<file path="src/rtl/pwm_pkg.sv">
//------------------------------------------------------------------------------
// Module   : pwm_pkg
// Purpose  : Shared definitions for the PWM tile: duty-code width common to
//            the generator and the decoder, and the decoder's measurement
//            state encoding.
// Revision : 1.0 - initial release
//------------------------------------------------------------------------------
`default_nettype none

package pwm_pkg;

    // Duty code width; must match the generator's control code width.
    localparam int DUTY_W = 8;

    typedef enum logic [1:0] {
        IDLE  = 2'd0,   // not armed, waiting for the first rising edge
        HIGH  = 2'd1,   // input high, counting period and high time
        LOW   = 2'd2,   // input low, counting period only
        STUCK = 2'd3    // no rising edge for the full counter range
    } pwm_state_t;

endpackage

`default_nettype wire

</file>
<file path="src/rtl/pwm_div_restoring.sv">
//------------------------------------------------------------------------------
// Module   : pwm_div_restoring
// Purpose  : Restoring divider computing floor({num_hi, DUTY_W'b0} / den),
//            one quotient bit per cycle. The caller guarantees num_hi < den,
//            so the quotient always fits in DUTY_W bits.
// Ports    : clk, rst      - clock, synchronous active-high reset
//            i_abort       - drops any division in flight
//            i_start       - load operands (ignored while busy)
//            i_num_hi      - upper part of the numerator
//            i_den         - denominator
//            o_busy        - iterating (DUTY_W cycles after the load)
//            o_done        - high in the final iteration cycle
//            o_quot        - quotient, complete while o_done is high
// Revision : 1.0 - initial release
//------------------------------------------------------------------------------
`default_nettype none

module pwm_div_restoring
    import pwm_pkg::*;
#(
    parameter int CW = 16
) (
    input  logic              clk,
    input  logic              rst,
    input  logic              i_abort,
    input  logic              i_start,
    input  logic [CW-1:0]     i_num_hi,
    input  logic [CW-1:0]     i_den,
    output logic              o_busy,
    output logic              o_done,
    output logic [DUTY_W-1:0] o_quot
);

    localparam int                 c_cnt_w   = $clog2(DUTY_W + 1);
    localparam logic [c_cnt_w-1:0] c_iters   = c_cnt_w'(DUTY_W);
    localparam logic [c_cnt_w-1:0] c_cnt_one = c_cnt_w'(1);

    logic [CW-1:0]     r_rem;
    logic [CW-1:0]     r_den;
    logic [DUTY_W-2:0] r_quot;
    logic [c_cnt_w-1:0] r_cnt;
    logic              r_busy;

    logic [CW:0]       w_shift;
    logic [CW-1:0]     w_diff;
    logic              w_ge;
    logic              w_last;
    logic [DUTY_W-1:0] w_quot_next;

    // Low numerator bits are all zero, so each step shifts in a 0.
    // The remainder stays below den, so the difference fits in CW bits.
    assign w_shift     = {r_rem, 1'b0};
    assign w_ge        = (w_shift >= {1'b0, r_den});
    assign w_diff      = w_shift[CW-1:0] - r_den;
    assign w_last      = r_busy && (r_cnt == c_cnt_one);
    assign w_quot_next = {r_quot, w_ge};

    assign o_busy = r_busy;
    assign o_done = w_last && !i_abort;
    assign o_quot = w_quot_next;

    always_ff @(posedge clk) begin
        if (rst || i_abort) begin
            r_busy <= 1'b0;
            r_cnt  <= '0;
            r_rem  <= '0;
            r_den  <= '0;
            r_quot <= '0;
        end else if (!r_busy) begin
            if (i_start) begin
                r_busy <= 1'b1;
                r_cnt  <= c_iters;
                r_rem  <= i_num_hi;
                r_den  <= i_den;
                r_quot <= '0;
            end
        end else begin
            r_rem  <= w_ge ? w_diff : w_shift[CW-1:0];
            r_quot <= w_quot_next[DUTY_W-2:0];
            r_cnt  <= r_cnt - c_cnt_one;
            if (w_last) begin
                r_busy <= 1'b0;
            end
        end
    end

endmodule

`default_nettype wire

</file>
<file path="src/rtl/pwm_duty_decoder.sv">
//------------------------------------------------------------------------------
// Module   : pwm_duty_decoder
// Purpose  : Measures an incoming PWM waveform and recovers its duty code
//            floor(high*256/period), plus period and high time in clk cycles.
// Ports    : clk        - clock
//            rst_n      - synchronous reset, active HIGH despite the name
//            ena        - 0 halts measurement and returns to IDLE
//            pwm_in     - asynchronous PWM input
//            duty       - recovered duty code
//            period     - last measured period (cycles)
//            high_time  - last measured high time (cycles)
//            valid      - one-cycle pulse when the outputs above update
//            busy       - divider running
//            timeout    - no rising edge for 2**CW-1 cycles
//            overrun    - sticky: a period was dropped while the divider ran
// Revision : 1.0 - initial release
//------------------------------------------------------------------------------
`default_nettype none

module pwm_duty_decoder
    import pwm_pkg::*;
#(
    parameter int CW          = 16,
    parameter int SYNC_STAGES = 2
) (
    input  logic              clk,
    input  logic              rst_n,
    input  logic              ena,
    input  logic              pwm_in,
    output logic [DUTY_W-1:0] duty,
    output logic [CW-1:0]     period,
    output logic [CW-1:0]     high_time,
    output logic              valid,
    output logic              busy,
    output logic              timeout,
    output logic              overrun
);

    // Counter saturation value minus one: reaching it this cycle means the
    // counter shows 2**CW-1 in the same cycle the timeout is reported.
    localparam logic [CW-1:0] c_cnt_pre_max = {{(CW-1){1'b1}}, 1'b0};
    localparam logic [CW-1:0] c_cnt_one     = {{(CW-1){1'b0}}, 1'b1};

    logic [SYNC_STAGES-1:0] r_sync;
    logic                   r_s_q;
    pwm_state_t             r_state;
    pwm_state_t             w_state_next;
    logic [CW-1:0]          r_pcnt;
    logic [CW-1:0]          r_hcnt;
    logic [CW-1:0]          r_pend_p;
    logic [CW-1:0]          r_pend_h;
    logic [DUTY_W-1:0]      r_duty;
    logic [CW-1:0]          r_period;
    logic [CW-1:0]          r_high;
    logic                   r_valid;
    logic                   r_timeout;
    logic                   r_overrun;

    logic                   w_s;
    logic                   w_rise;
    logic                   w_fall;
    logic                   w_pcnt_sat;
    logic                   w_meas;
    logic                   w_sat;
    logic                   w_div_start;
    logic                   w_div_busy;
    logic                   w_div_done;
    logic [DUTY_W-1:0]      w_div_quot;

    assign w_s        = r_sync[SYNC_STAGES-1];
    assign w_rise     = w_s && !r_s_q;
    assign w_fall     = !w_s && r_s_q;
    assign w_pcnt_sat = (r_pcnt == c_cnt_pre_max);

    // A completed period is only handed to the divider when it is free.
    assign w_div_start = w_meas && !w_div_busy;

    always_ff @(posedge clk) begin
        if (rst_n) begin
            r_sync <= '0;
            r_s_q  <= 1'b0;
        end else begin
            r_sync <= {r_sync[SYNC_STAGES-2:0], pwm_in};
            r_s_q  <= w_s;
        end
    end

    always_ff @(posedge clk) begin
        if (rst_n) begin
            r_state <= IDLE;
        end else begin
            r_state <= w_state_next;
        end
    end

    always_comb begin
        w_state_next = r_state;
        w_meas       = 1'b0;
        w_sat        = 1'b0;
        if (!ena) begin
            w_state_next = IDLE;
        end else begin
            case (r_state)
                IDLE: begin
                    // First edge only arms the measurement.
                    if (w_rise) begin
                        w_state_next = HIGH;
                    end
                end
                HIGH: begin
                    if (w_pcnt_sat) begin
                        w_state_next = STUCK;
                        w_sat        = 1'b1;
                    end else if (w_fall) begin
                        w_state_next = LOW;
                    end
                end
                LOW: begin
                    if (w_rise) begin
                        w_state_next = HIGH;
                        w_meas       = 1'b1;
                    end else if (w_pcnt_sat) begin
                        w_state_next = STUCK;
                        w_sat        = 1'b1;
                    end
                end
                STUCK: begin
                    if (w_rise) begin
                        w_state_next = HIGH;
                    end
                end
                default: begin
                    w_state_next = IDLE;
                end
            endcase
        end
    end

    // Period/high-time counters; the rise cycle itself counts as cycle 1.
    always_ff @(posedge clk) begin
        if (rst_n || !ena) begin
            r_pcnt <= '0;
            r_hcnt <= '0;
        end else if (w_rise) begin
            r_pcnt <= c_cnt_one;
            r_hcnt <= c_cnt_one;
        end else if ((r_state == HIGH) || (r_state == LOW)) begin
            r_pcnt <= r_pcnt + c_cnt_one;
            if ((r_state == HIGH) && !w_fall) begin
                r_hcnt <= r_hcnt + c_cnt_one;
            end
        end
    end

    always_ff @(posedge clk) begin
        if (rst_n) begin
            r_pend_p <= '0;
            r_pend_h <= '0;
        end else if (w_div_start) begin
            r_pend_p <= r_pcnt;
            r_pend_h <= r_hcnt;
        end
    end

    pwm_div_restoring #(
        .CW (CW)
    ) u_div (
        .clk      (clk),
        .rst      (rst_n),
        .i_abort  (!ena),
        .i_start  (w_div_start),
        .i_num_hi (r_hcnt),
        .i_den    (r_pcnt),
        .o_busy   (w_div_busy),
        .o_done   (w_div_done),
        .o_quot   (w_div_quot)
    );

    always_ff @(posedge clk) begin
        if (rst_n) begin
            r_duty    <= '0;
            r_period  <= '0;
            r_high    <= '0;
            r_valid   <= 1'b0;
            r_timeout <= 1'b0;
            r_overrun <= 1'b0;
        end else if (!ena) begin
            r_valid   <= 1'b0;
            r_timeout <= 1'b0;
        end else begin
            r_valid <= 1'b0;
            if (w_sat) begin
                r_valid   <= 1'b1;
                r_timeout <= 1'b1;
                r_period  <= '0;
                r_high    <= '0;
                r_duty    <= w_s ? {DUTY_W{1'b1}} : {DUTY_W{1'b0}};
            end else if (w_div_done) begin
                r_valid  <= 1'b1;
                r_duty   <= w_div_quot;
                r_period <= r_pend_p;
                r_high   <= r_pend_h;
            end
            if ((r_state == STUCK) && w_rise) begin
                r_timeout <= 1'b0;
            end
            if (w_meas && w_div_busy) begin
                r_overrun <= 1'b1;
            end
        end
    end

    assign duty      = r_duty;
    assign period    = r_period;
    assign high_time = r_high;
    assign valid     = r_valid;
    assign busy      = w_div_busy;
    assign timeout   = r_timeout;
    assign overrun   = r_overrun;

endmodule

`default_nettype wire

</file>
<file path="config.mk">
export PLATFORM = sky130hd
export DESIGN_NAME = pwm_duty_decoder
export DESIGN_NICKNAME = d
export VERILOG_FILES = /design/src/rtl/pwm_pkg.sv /design/src/rtl/pwm_div_restoring.sv /design/src/rtl/pwm_duty_decoder.sv
export SDC_FILE = /design/constraint.sdc
export NUM_CORES = 1
export LEC_CHECK = 0
export BUFFER_PORTS_ARGS = -buffer_cell sky130_fd_sc_hd__buf_2
export CORE_ASPECT_RATIO = 0.7
export CORE_UTILIZATION = 55
export DETAILED_ROUTE_END_ITERATION = 10
export PLACE_DENSITY = 0.81
export SLEW_MARGIN = 5
export SYNTH_ARGS = -nofsm -noshare
export SYNTH_HDL_FRONTEND = slang
export SYNTH_SLANG_ARGS = --single-unit
</file>
<file path="constraint.sdc">
create_clock -name clk -period 3.2 [get_ports clk]
set_input_delay 0.64 -clock clk [delete_from_list [all_inputs] [get_ports clk]]
set_output_delay 0.64 -clock clk [all_outputs]
set_load 0.01 [all_outputs]
</file>
==> metrics.txt <==
synth warn=0; Final Hold Vio Count=0; skew final=0.0121 ns; dpl cell area=0.00731 mm2; FF+latch count, synth=156; Die W=137 um; Worst Hold Launch=pwm_in; DP Wirelength=10.9 mm; vias per cell=5.69; vias in the first global route=5248; Num Clock Sinks=156; M3 GR Usage=0.0516; Cell Area, Synth=0.00701 mm2; row count=34; Syn Area/Cell=7.85 um2; Worst Slack Setup Final=0.391 ns; total power=4.00 mW; ANT cells=0; worst skew pair latency=0.42 ns; Peak supply drop=0.390 mV; overall routing resource usage=0.249; Leakage=2.94 nW; most frequent cells in the layout=nand2_1 (208), dfxtp_1 (156), a21oi_1 (129); Critical Path Start Type=flop; Pre-Repair DR Iteration Count=5; post-layout util=0.635; pwr/cell area=507 mW/mm2; global-route wire length before repair=25.6 mm; CP Max Fanout=32; Non-Filler Instances=1093; Routed WL=16.2 mm; GR Layer Usage met2=0.372; largest net degree at the start of global routing=49; Synth Instances=893; worst slew pin tran=0.709 ns; WP data required=3.49 ns; commonest non-fill, non-tap cell in the layout=nand2_1; DRC Markers=0; Overflow after GRT=0; RSZ-0062 raised after global routing=no; Filler cells=1053; fin area=0.00789 mm2; post-CTS setup buffer count=0; Crit. End Element=flop; CTS tree=built; CTS buffer count=17; Worst-path clk slew=0.07 ns; post-route ant nets=0; Placed Cells=1061; Top Ports=48; Die Area=0.0132 mm2; count of final setup violators=0; GPL Wtd Cong=0.898; asr flop ratio synth=0; CTS Hold Bufs=0; share of cells above drive strength 1=0.111; FF-to-FF End=period[11]; Critical Path AT=3.10 ns; Top FF cell, synth=dfxtp_1; Layout area overhead=12.6%; Final Slew Violations=0; post-CTS sizing=0; Final min period=2.81 ns; Hold/Removal Path Class=in2reg; Worst R2R Start=r_pcnt[7]; setup TNS=0 ns; Final nets=948; Fin Hold WS=0.432 ns; Synth cell types=54; Core Box Area=0.0124 mm2; busiest grt layer=met2; post-synthesis sequential area ratio=0.446; die height=96.5 um; First DRT Iteration DRCs=434; H-tree levels=4; maxcap violations=0; number of synthesized flops with an enable pin=0; crit share post-route=0.878; root buf cell=clkbuf_16; register-to-register setup slack=0.39 ns; initial antenna violation count=0; crit path kind=reg2reg; Hold Crit Endpoint=r_sync[0]; M1 GR Usage=0.351; routed len/inst=14.8 um; Cells on Worst Hold Path=2; clock buffer depth=2; Slew headroom=0.526; pre-CTS setup slack=0.438 ns; Max Freq=356 MHz; Initial Utilization=0.564; via count=6217; status=complete, no violations; R2R depth=8; Port Buffers=47; Mapped Nets=923
-- area by class of cell --
class	instances	area, um2	area share
flip-flops and latches	156	3120	0.396
repair buffers	60	333	0.0422
multi-input cells	653	3540	0.449
clock buffers	17	425	0.0539
inverters	30	113	0.0143
clock inverters	15	151	0.0192
well taps	162	203	0.0257
-- critical path: stages, from the launching register on --
cell and delay, ns:
dfxtp_1 0.40, and3_1 0.22, and3_4 0.21, nand3_2 0.09, or4_4 0.55, or4b_4 0.60, or2b_2 0.20, buf_4 0.31
a21oi_1 0.07
-- where the power goes --
part / total (mW) / switching, mW / internal [mW]
sequential: 1.95 / 0.00425 / 1.94
clock: 1.98 / 0.879 / 1.10
combinational: 0.0723 / 0.0538 / 0.0184
-- state kept, by name (all words and copies together), names as in the netlist, 2 cells and up --
name	cells
duty	8
u_div.r_den	16
u_div.r_cnt	4
r_hcnt	16
r_pcnt	16
r_state	2
u_div.r_rem	16
period	16
u_div.r_quot	7
r_sync	2
r_pend_h	16
high_time	16
r_pend_p	16
-- Yosys cell counts, drive strengths merged (3+ instances only) --
cell | instances | area [um2]
nand4 | 5 | 31.3
nand2b | 6 | 37.5
nor2 | 79 | 297
a31oi | 25 | 156
xnor2 | 11 | 96.3
clkbuf | 48 | 180
xor2 | 20 | 175
nor2b | 7 | 43.8
or4 | 3 | 26.3
and2 | 3 | 18.8
buf | 6 | 52.6
nor3 | 8 | 40.0
or3 | 12 | 75.1
a211oi | 5 | 37.5
nand2 | 208 | 781
o21ai | 28 | 140
mux2i | 7 | 70.1
a21oi | 129 | 646
o311a | 3 | 30.0
ha | 25 | 313
a21o | 4 | 30.0
inv | 30 | 113
nand3 | 15 | 80.1
and3 | 16 | 105
o211ai | 4 | 30.0
dfxtp | 156 | 3120
-- cell families (layout without fill, tap and decap cells) --
kind of cell / Yosys count / count (layout) / synth area share
multiplexers: 8 / 8 / 0.0121
buffers and inverters: 84 / 122 / 0.0493
flip-flops: 156 / 156 / 0.446
adder cells (fa/ha/maj): 26 / 26 / 0.0475
AO/OA/AOI/OAI: 218 / 218 / 0.178
XOR/XNOR: 31 / 31 / 0.0387
AND/OR/NAND/NOR: 370 / 370 / 0.229
-- metal layers --
layer | vias to the layer above | part of all wire
li1 | 3084 | -
met3 | 28 | 0.070
met5 | - | 0
met1 | 2894 | 0.47
met2 | 211 | 0.44
met4 | 0 | 0.019
-- how the worst max path moves through the flow --
| stage | slack, ns | endpoint | cells past startpoint | startpoint |
|---|---|---|---|---|
| after floorplan | 0.61 | duty[0] | 11 | u_div.r_den[14] |
| after global placement | 0.49 | period[12] | 8 | r_pcnt[7] |
| after detailed placement | 0.44 | period[11] | 8 | r_pcnt[7] |
| after CTS | 0.42 | period[11] | 8 | r_pcnt[7] |
| after global routing | 0.29 | high_time[10] | 8 | r_pcnt[7] |
| final | 0.39 | period[11] | 8 | r_pcnt[7] |
(Power assumes the default switching activity.)
